`src/rtl/utils_top.sv`:
```
// Shared etcpu constants and types used by the memory-access stage.
package utils_top;
    localparam logic [6:0]  OP_LOAD   = 7'b0000011;
    localparam logic [6:0]  OP_STORE  = 7'b0100011;
    localparam logic [6:0]  OP_BRANCH = 7'b1100011;
    localparam logic [6:0]  OP_JAL    = 7'b1101111;
    localparam logic [6:0]  OP_JALR   = 7'b1100111;
    localparam logic [31:0] BUBBLE    = 32'h0000_0013;

    localparam int UNSIGNED_F3_BIT = 2;

    typedef enum logic [1:0] {SZ_BYTE = 2'd0, SZ_HALF = 2'd1, SZ_WORD = 2'd2} size_e;
    typedef enum logic {IDLE = 1'b0, BUSY = 1'b1} state_e;

    function automatic size_e f3_size(input logic [2:0] f3);
        case (f3[1:0])
            2'd0:    return SZ_BYTE;
            2'd1:    return SZ_HALF;
            default: return SZ_WORD;
        endcase
    endfunction
endpackage

```
`src/rtl/lsu_lane_align.sv`:
```
// Byte-lane steering for sub-word stores and extraction/extension for loads.
module lsu_lane_align
    import utils_top::*;
(
    input  size_e       size_i,
    input  logic        uns_i,
    input  logic [1:0]  off_i,
    input  logic [31:0] st_dat_i,
    input  logic [31:0] rd_dat_i,
    output logic [3:0]  be_o,
    output logic [31:0] st_dat_o,
    output logic [31:0] ld_dat_o,
    output logic        mis_o
);
    logic [3:0]  mask;
    logic [4:0]  sh_amt;
    logic [31:0] rd_sh;

    always_comb begin
        sh_amt   = {off_i, 3'b000};
        rd_sh    = rd_dat_i >> sh_amt;
        st_dat_o = st_dat_i << sh_amt;
        case (size_i)
            SZ_BYTE: begin
                mask     = 4'b0001;
                mis_o    = 1'b0;
                ld_dat_o = {{24{rd_sh[7] & ~uns_i}}, rd_sh[7:0]};
            end
            SZ_HALF: begin
                mask     = 4'b0011;
                mis_o    = off_i[0];
                ld_dat_o = {{16{rd_sh[15] & ~uns_i}}, rd_sh[15:0]};
            end
            default: begin
                mask     = 4'b1111;
                mis_o    = (off_i != 2'b00);
                ld_dat_o = rd_sh;
            end
        endcase
        be_o = mask << off_i;
    end
endmodule

```
`src/rtl/memory_access_hs.sv`:
```
// Memory-access stage: issues one handshake transaction per load/store, stalls
// execute while it is outstanding, and registers results into writeback.
module memory_access_hs
    import utils_top::*;
#(
    parameter int MAIN_MEM_BYTE_ADD_W = 8,
    parameter int TIMEOUT_CYC         = 16
) (
    input  logic        clk,
    input  logic        rst,
    input  logic        ex_vld,
    input  logic [31:0] ex_pc,
    input  logic [31:0] ex_inst,
    input  logic [31:0] ex_dat,
    input  logic [31:0] ex_rd2,
    output logic        ex_stall,
    output logic        wb_vld,
    output logic [31:0] wb_pc,
    output logic [31:0] wb_inst,
    output logic [31:0] wb_dat,
    output logic        id_fwd_we,
    output logic [4:0]  id_fwd_dst,
    output logic [31:0] id_fwd_dat,
    output logic        exc_main_addr_mis,
    output logic        exc_main_addr_oob,
    output logic        exc_main_timeout,
    output logic        mem_req,
    output logic        mem_wen,
    output logic [31:0] mem_addr,
    output logic [3:0]  mem_be,
    output logic [31:0] mem_dat_in,
    input  logic        mem_rsp_vld,
    input  logic [31:0] mem_dat_out
);
    localparam int               CNT_W   = (TIMEOUT_CYC > 2) ? $clog2(TIMEOUT_CYC) : 1;
    localparam logic [CNT_W-1:0] CNT_MAX = CNT_W'(TIMEOUT_CYC - 1);
    localparam logic             TO_EN   = (TIMEOUT_CYC != 0);

    state_e           state_q;
    logic [CNT_W-1:0] cnt_q;
    logic [31:0]      pc_q, inst_q, dat_q;
    logic [1:0]       off_q;
    size_e            size_q;
    logic             uns_q, ld_q;

    logic        wb_vld_q, mis_q, oob_q, to_q;
    logic [31:0] wb_pc_q, wb_inst_q, wb_dat_q;
    logic        req_q, wen_q;
    logic [31:0] addr_q, wdat_q;
    logic [3:0]  be_q;

    logic [6:0]  ex_op;
    logic        ex_mem, ex_jmp, ex_oob;
    size_e       ex_size;
    logic        busy;

    size_e       lane_size;
    logic        lane_uns;
    logic [1:0]  lane_off;
    logic [3:0]  lane_be;
    logic [31:0] lane_st, lane_ld;
    logic        lane_mis;
    logic        expired;

    assign ex_op   = ex_inst[6:0];
    assign ex_mem  = (ex_op == OP_LOAD) || (ex_op == OP_STORE);
    assign ex_jmp  = (ex_op == OP_JAL) || (ex_op == OP_JALR);
    assign ex_size = f3_size(ex_inst[14:12]);
    assign ex_oob  = |(ex_dat >> MAIN_MEM_BYTE_ADD_W);
    assign busy    = (state_q == BUSY);
    assign expired = TO_EN && (cnt_q == CNT_MAX);

    // One lane aligner serves both phases: issue checks/steering in IDLE,
    // load extraction from the captured request while BUSY.
    assign lane_size = busy ? size_q : ex_size;
    assign lane_uns  = busy ? uns_q  : ex_inst[12 + UNSIGNED_F3_BIT];
    assign lane_off  = busy ? off_q  : ex_dat[1:0];

    lsu_lane_align u_align (
        .size_i   (lane_size),
        .uns_i    (lane_uns),
        .off_i    (lane_off),
        .st_dat_i (ex_rd2),
        .rd_dat_i (mem_dat_out),
        .be_o     (lane_be),
        .st_dat_o (lane_st),
        .ld_dat_o (lane_ld),
        .mis_o    (lane_mis)
    );

    always_ff @(posedge clk) begin
        if (rst) begin
            state_q   <= IDLE;
            cnt_q     <= '0;
            pc_q      <= '0;
            inst_q    <= BUBBLE;
            dat_q     <= '0;
            off_q     <= '0;
            size_q    <= SZ_BYTE;
            uns_q     <= 1'b0;
            ld_q      <= 1'b0;
            wb_vld_q  <= 1'b0;
            wb_pc_q   <= '0;
            wb_inst_q <= BUBBLE;
            wb_dat_q  <= '0;
            mis_q     <= 1'b0;
            oob_q     <= 1'b0;
            to_q      <= 1'b0;
            req_q     <= 1'b0;
            wen_q     <= 1'b0;
            addr_q    <= '0;
            be_q      <= '0;
            wdat_q    <= '0;
        end else begin
            wb_vld_q <= 1'b0;
            mis_q    <= 1'b0;
            oob_q    <= 1'b0;
            to_q     <= 1'b0;
            case (state_q)
                IDLE: begin
                    if (ex_vld) begin
                        if (!ex_mem) begin
                            wb_vld_q  <= 1'b1;
                            wb_pc_q   <= ex_pc;
                            wb_inst_q <= ex_inst;
                            wb_dat_q  <= ex_jmp ? ex_pc + 32'd4 : ex_dat;
                        end else if (lane_mis || ex_oob) begin
                            wb_vld_q  <= 1'b1;
                            wb_pc_q   <= ex_pc;
                            wb_inst_q <= BUBBLE;
                            wb_dat_q  <= '0;
                            mis_q     <= lane_mis;
                            oob_q     <= ex_oob;
                        end else begin
                            pc_q    <= ex_pc;
                            inst_q  <= ex_inst;
                            dat_q   <= ex_dat;
                            off_q   <= ex_dat[1:0];
                            size_q  <= ex_size;
                            uns_q   <= ex_inst[12 + UNSIGNED_F3_BIT];
                            ld_q    <= (ex_op == OP_LOAD);
                            req_q   <= 1'b1;
                            wen_q   <= (ex_op == OP_STORE);
                            addr_q  <= {ex_dat[31:2], 2'b00};
                            be_q    <= lane_be;
                            wdat_q  <= lane_st;
                            cnt_q   <= '0;
                            state_q <= BUSY;
                        end
                    end
                end
                BUSY: begin
                    // A response in the expiring cycle still completes normally.
                    if (mem_rsp_vld || expired) begin
                        wb_vld_q  <= 1'b1;
                        wb_pc_q   <= pc_q;
                        wb_inst_q <= mem_rsp_vld ? inst_q : BUBBLE;
                        wb_dat_q  <= !mem_rsp_vld ? '0 : (ld_q ? lane_ld : dat_q);
                        to_q      <= !mem_rsp_vld;
                        req_q     <= 1'b0;
                        wen_q     <= 1'b0;
                        addr_q    <= '0;
                        be_q      <= '0;
                        wdat_q    <= '0;
                        cnt_q     <= '0;
                        state_q   <= IDLE;
                    end else begin
                        cnt_q <= cnt_q + 1'b1;
                    end
                end
                default: state_q <= IDLE;
            endcase
        end
    end

    assign ex_stall          = busy;
    assign wb_vld            = wb_vld_q;
    assign wb_pc             = wb_pc_q;
    assign wb_inst           = wb_inst_q;
    assign wb_dat            = wb_dat_q;
    assign exc_main_addr_mis = mis_q;
    assign exc_main_addr_oob = oob_q;
    assign exc_main_timeout  = to_q;
    assign mem_req           = req_q;
    assign mem_wen           = wen_q;
    assign mem_addr          = addr_q;
    assign mem_be            = be_q;
    assign mem_dat_in        = wdat_q;

    assign id_fwd_we  = wb_vld_q && (wb_inst_q[6:0] != OP_STORE) &&
                        (wb_inst_q[6:0] != OP_BRANCH) && (wb_inst_q[11:7] != 5'd0);
    assign id_fwd_dst = wb_inst_q[11:7];
    assign id_fwd_dat = wb_dat_q;
endmodule

```
`config.mk`:
```
export PLATFORM = sky130hd
export DESIGN_NAME = memory_access_hs
export DESIGN_NICKNAME = d
export VERILOG_FILES = /design/src/rtl/utils_top.sv /design/src/rtl/lsu_lane_align.sv /design/src/rtl/memory_access_hs.sv
export SDC_FILE = /design/constraint.sdc
export NUM_CORES = 1
export LEC_CHECK = 0
export CAP_MARGIN = 5
export CORE_MARGIN = 2
export CORE_UTILIZATION = 51
export DETAILED_ROUTE_END_ITERATION = 7
export GPL_ROUTABILITY_DRIVEN = 0
export PLACE_DENSITY = 0.82
export SYNTH_ARGS = -nofsm -noshare
export SYNTH_HDL_FRONTEND = slang
export SYNTH_SLANG_ARGS = --single-unit
export TNS_END_PERCENT = 100
```
`constraint.sdc`:
```
create_clock -name clk -period 6.2 [get_ports clk]
set_clock_uncertainty 0.05 [all_clocks]
set_input_delay 1.24 -clock clk [delete_from_list [all_inputs] [get_ports clk]]
set_output_delay 1.24 -clock clk [all_outputs]
set_load 0.03 [all_outputs]
```
==> results of run 1 <==
cells by family (layout without fill, tap and decap cells):
logic type      after synthesis  count (layout)  share of synthesized area [%]
xor+xnor                     25              25                           1.74
mux                          71              71                           6.08
buf+inv                     169             446                           7.04
flops                       272             272                           43.3
other cells                   1               2                         0.0298
compound gates              361             361                           20.2
fa+ha+maj                     2               2                          0.199
simple gates                579             579                           21.4
routing by layer:
| layer | track usage (%) | share of wire [%] | vias up |
|---|---|---|---|
| met3 | 5.50 | 7.8 | 112 |
| met4 | 12.5 | 4.2 | 2 |
| met5 | 0 | 0.031 | - |
| li1 | - | - | 5720 |
| met1 | 38.9 | 40 | 5795 |
| met2 | 52.6 | 48 | 578 |
critical path, delay by kind of cell:
kind | cells | cell delay, ns
and+or+nand+nor | 2 | 1.20
buffers and inverters | 1 | 0.64
AOI/OAI and AO/OA | 4 | 1.52
metrics by stage:
step	power, W	std cells	setup slack [ns]
finish	0.00434	2082	1.99
CTS	0.00436	2082	2.02
global route	0.00447	2082	1.82
global placement	0.00250	2028	1.60
detailed placement	0.00250	2028	1.49
floorplan	0.00221	1481	3.01
registers in the layout (all words and copies together), names as in the netlist:
name               flops
ex_stall               1
wb_inst               32
exc_main_addr_mis      1
mem_req                1
size_q                 2
dat_q                 32
wb_pc                 32
ld_q                   1
pc_q                  32
exc_main_addr_oob      1
inst_q                32
exc_main_timeout       1
cnt_q                  4
wb_vld                 1
mem_be                 4
mem_dat_in            32
id_fwd_dat            32
mem_addr              30
mem_wen                1
report_power, final:
part / internal [W] / switching, W / total [W]
clock: 0.00115 / 0.000710 / 0.00186
combinational: 0.000281 / 0.000364 / 0.000646
sequential: 0.00179 / 0.0000357 / 0.00183
cell usage in the layout, fill, tap and decap left out, types with 6 or more instances in the layout:
cell type / count
a31o_2: 7
and2_1: 52
nor2b_1: 11
o21ai_0: 43
a311oi_1: 23
nand4_1: 7
nor3_1: 59
nand2_1: 221
a21o_1: 25
mux2_2: 6
nand3_1: 42
nor2_1: 131
a22oi_1: 7
a32o_1: 7
mux2i_1: 60
a21oi_1: 106
nand3b_1: 6
clkbuf_16: 29
buf_4: 11
a211oi_1: 36
a221oi_1: 33
o211ai_1: 17
clkbuf_8: 7
a2bb2oi_1: 7
a22o_1: 26
dfxtp_1: 271
clkdlybuf4s50_1: 369
clkinv_2: 6
xnor2_1: 20
nand2b_1: 6
nor4_1: 11
inv_1: 8
worst paths after layout:
path	endpoint	slack, ns	cells past startpoint
worst max register to register	mem_dat_in[16]	2.13	7
worst min register to register	inst_q[1]	0.39	1
worst max-delay path	mem_dat_in[16]	1.99	7
worst min-delay path	inst_q[1]	0.39	1
area by class of cell:
class / count / area share [%]
clock buffer: 41 / 4.93
clock inverter: 13 / 1.17
sequential: 272 / 31.9
multi-input combinational: 1040 / 36.9
timing repair buffer: 384 / 22.5
tap: 324 / 2.38
inverter: 8 / 0.176
==> out/metrics.cfg, run 1 <==
[global_route]
overflow=0
grt_max_degree=133
antenna_found_initial=2
grt_pass1_wl_um=64200
grt_pass1_vias=11494
track_usage_pct=30.9

[timing]
setup-violations-final=0
rsz0062_at_grt=false
clock.fmax_mhz=238
fin_hold_ws_ns=0.389
worst_slew_pin_slew_ns=1.27
slew-limit-headroom_pct=15.1
finalMaxSlewViolations=0
min_period_ns=4.21
setup_tns_ns=0
hold_viol=0
period_share_pct=67.8

[floorplan]
initial_utilization_pct=51.9
coreArea_sq_um=24200
die_h_um=161
placement_rows=57
die_width_um=161
io_pins=373
fp.dieArea_sq_um=25900

[power_and_ir_drop]
power_density_nw_per_um2=254
vdd_drop_max_uv=237
p_leak_nw=6.21

[worst_setup_path]
worstSetupStartpointType=input port
crit_path_max_fanout=61
cp_slowest_cell=nor2b_4
end_kind=register
cp.arrival_ns=4.65
worst-setup-path-type=input port to register
cp.required_ns=6.64
crit_start=ex_inst[12]
reg2reg_from=ex_stall
critical_path.cell_chain=clkdlybuf4s50_1, nor3_1, a21oi_1, a2111oi_4, o22ai_2, nor2b_4, a22o_1
slowest_delay_ns=1.08

[routing]
vias_per_cell=5.86
detail-route-antenna-nets=0
first_iter_violations=1078
detail_route.wl_per_cell_um=20.2
drtPass1Iterations=5
num_vias=12207
drc=0
routed_wl_um=42000

[clocking]
cts_setup_buffers=0
worstSkewPairLatency_ns=0.56
clock_sinks=272
ctsHoldBuffers=0
clk_path_buf_depth=3
cts_tree=done
cts_resized=0
htree_levels=1
path_clk_slew_ns=0.06
cts_root_buf=clkbuf_16
cts_buffers=29

[synth]
synth.distinct_cells=75
synth_common_cells=dfxtp_1 (272), nand2_1 (221), nor2_1 (132), a21oi_1 (106), clkbuf_1 (73)
yosysMostFrequentCell=dfxtp_1
syn_avg_cell_area_sq_um=8.50
yosysSeqAreaShare_pct=43.3
ys_warn_count=0
synth_area_sq_um=12600
synthCells=1480
synth_top_area_share_pct=43.3
synth_ff_type=dfxtp_1
synth-seq-cells=272
synthTopCellsByArea=dfxtp_1 (43%), nand2_1 (6.6%), mux2i_1 (4.8%)
yosysTopAreaCell=dfxtp_1
synth_async_sr_flop_share_pct=0
synth_edf_count=0

[layout]
stdcell_area_sq_um=17100
post-route-util_pct=70.4
fillers=1940
area_growth_pct=35.7
drive_gt1_share_pct=6.14
antenna_cells=0
final_net_count=1901
regArea_sq_um=5450
multi_input_area_sq_um=6290

[place]
io_buffers=370
place_area_sq_um=16000
dp_hpwl_um=29300

[status]
status=completed

[min_path]
hold_start=inst_q[1]
hold_class=register to register

[flow_run]
maxCapViolCount=0

Note: power is estimated with default switching activity, not from simulation.
==> run 2, diff against run 1 <==
CORE_UTILIZATION = 43   (was 51)
PLACE_DENSITY = 0.74   (was 0.82)
clock period = 3.55 ns   (was 6.2 ns; I/O delays follow)
==> out/metrics.cfg, run 2 (synthesis gave the netlist of run 1 again) <==
[status]
status=completed

[global_route]
track_usage_pct=26.9
grt_pass1_wl_um=65800
grt_pass1_vias=11783
grt_max_degree=157
antenna_found_initial=1
overflow=0

[power_and_ir_drop]
p_leak_nw=6.40
vdd_drop_max_uv=301
p_int_w=0.00554
power_density_nw_per_um2=432
clkPwrFrac_pct=42.4
switchingPower_w=0.00201
power_frac_seq_pct=42.3
combinationalPowerShare_pct=15.3
swShare_pct=26.6

[floorplan]
fp.dieArea_sq_um=30600
placement_rows=62
io_pins=373
initial_utilization_pct=43.7
coreArea_sq_um=28800
die_h_um=175
die_width_um=175

[layout]
drive_gt1_share_pct=8.08
antenna_cells=0
fillers=2478
final_cell_mix=clkdlybuf4s50_1 (369), dfxtp_1 (271), nand2_1 (221), nor2_1 (131), a21oi_1 (106)
area_growth_pct=39.0
final_common_cell=clkdlybuf4s50_1
final_net_count=1937

[clocking]
clk_path_buf_depth=3
cts_buffers=30
htree_levels=1
clock_sinks=272
worstSkewPairLatency_ns=0.55
ctsHoldBuffers=0
cts_setup_buffers=0
cts_tree=done
path_clk_slew_ns=0.06
cts_resized=0
cts_root_buf=clkbuf_16

[worst_setup_path]
path_buf_inv=1
cp_slowest_cell=dfxtp_4
cp.arrival_ns=3.36
crit_path_max_fanout=34
worst-setup-path-type=register to register
worstSetupStartpointType=register
r2r_setup_slack_ns=0.59
cp.required_ns=3.95
slowest_delay_ns=0.70
end_kind=register
critical_path.cell_chain=mux2i_4, buf_4, mux2i_1, o31ai_1, nand3b_1, nand3_1, a311oi_1
path_delay_family=simple AND/OR/NAND/NOR gates
reg2reg_from=ex_stall
crit_start=ex_stall

[timing]
min_period_ns=2.96
setup_slack_ns=0.592
setup_tns_ns=0
worst_slew_pin_slew_ns=0.844
slew-limit-headroom_pct=43.7
clock.fmax_mhz=338
rsz0062_at_grt=false
setup-violations-final=0
hold_viol=0
period_share_pct=83.3
finalMaxSlewViolations=0

[routing]
first_iter_violations=1022
num_vias=12254
detail-route-antenna-nets=0
drc=0
drtPass1Iterations=5
detail_route.wl_per_cell_um=19.7
routed_wl_um=42900
vias_per_cell=5.63

[place]
post-place-ws_ns=0.120
io_buffers=370
dp_hpwl_um=30600

[min_path]
hold_class=register to register
hold_start=inst_q[0]

[flow_run]
maxCapViolCount=0

[run 2: layout make-up]
cell class	count	area, sq um	share of cell area [%]
sequential	272	5450	31.2
clock inverter	16	171	0.981
tap	384	480	2.75
multi-input combinational	1040	6290	36.0
timing repair buffer	419	4210	24.1
inverter	8	30.0	0.172
clock buffer	39	846	4.84
[run 2: metal layers]
metal / GRT usage [%] / vias to the layer above / part of all wire, %
li1: - / 5789 / -
met1: 33.9 / 5835 / 41
met2: 45.2 / 527 / 47
met3: 5.50 / 101 / 7.8
met4: 10.7 / 2 / 3.9
met5: 0 / - / 0.030
[run 2: power by group through the flow]
stage | sequential, W | clock, W | combinational, W
after CTS | 0.00319 | 0.00325 | 0.00115
after detailed placement | 0.00326 | 0 | 0.00114
final | 0.00319 | 0.00321 | 0.00116
after global placement | 0.00326 | 0 | 0.00114
after global routing | 0.00320 | 0.00339 | 0.00122
after floorplan | 0.00339 | 0 | 0.000464
[run 2: path summary, 6_finish.rpt]
path,endpoint,cells past startpoint
min reg2reg,inst_q[0],1
max,id_fwd_dat[20],7
max reg2reg,id_fwd_dat[20],7
min,inst_q[0],1
[run 2: worst reg2reg max path, delay by kind of cell, from the launching register on]
kind	cells	cell delay, ns
simple gates	2	0.77
compound gates	2	0.52
buf+inv	1	0.34
mux	2	0.49
flops	1	0.70
[run 2: metrics by stage]
stage / hold slack (ns) / util, % / power (W) / cell area (sq um) / instances
after floorplan: 0.356 / - / 0.00386 / 12600 / 1481
after global placement: 0.369 / 57.1 / 0.00439 / 16400 / 2122
after detailed placement: 0.373 / 57.1 / 0.00440 / 16400 / 2122
after CTS: 0.391 / 60.7 / 0.00760 / 17500 / 2177
after global routing: 0.411 / 60.7 / 0.00781 / 17500 / 2178
final: 0.397 / 60.7 / 0.00755 / 17500 / 2178
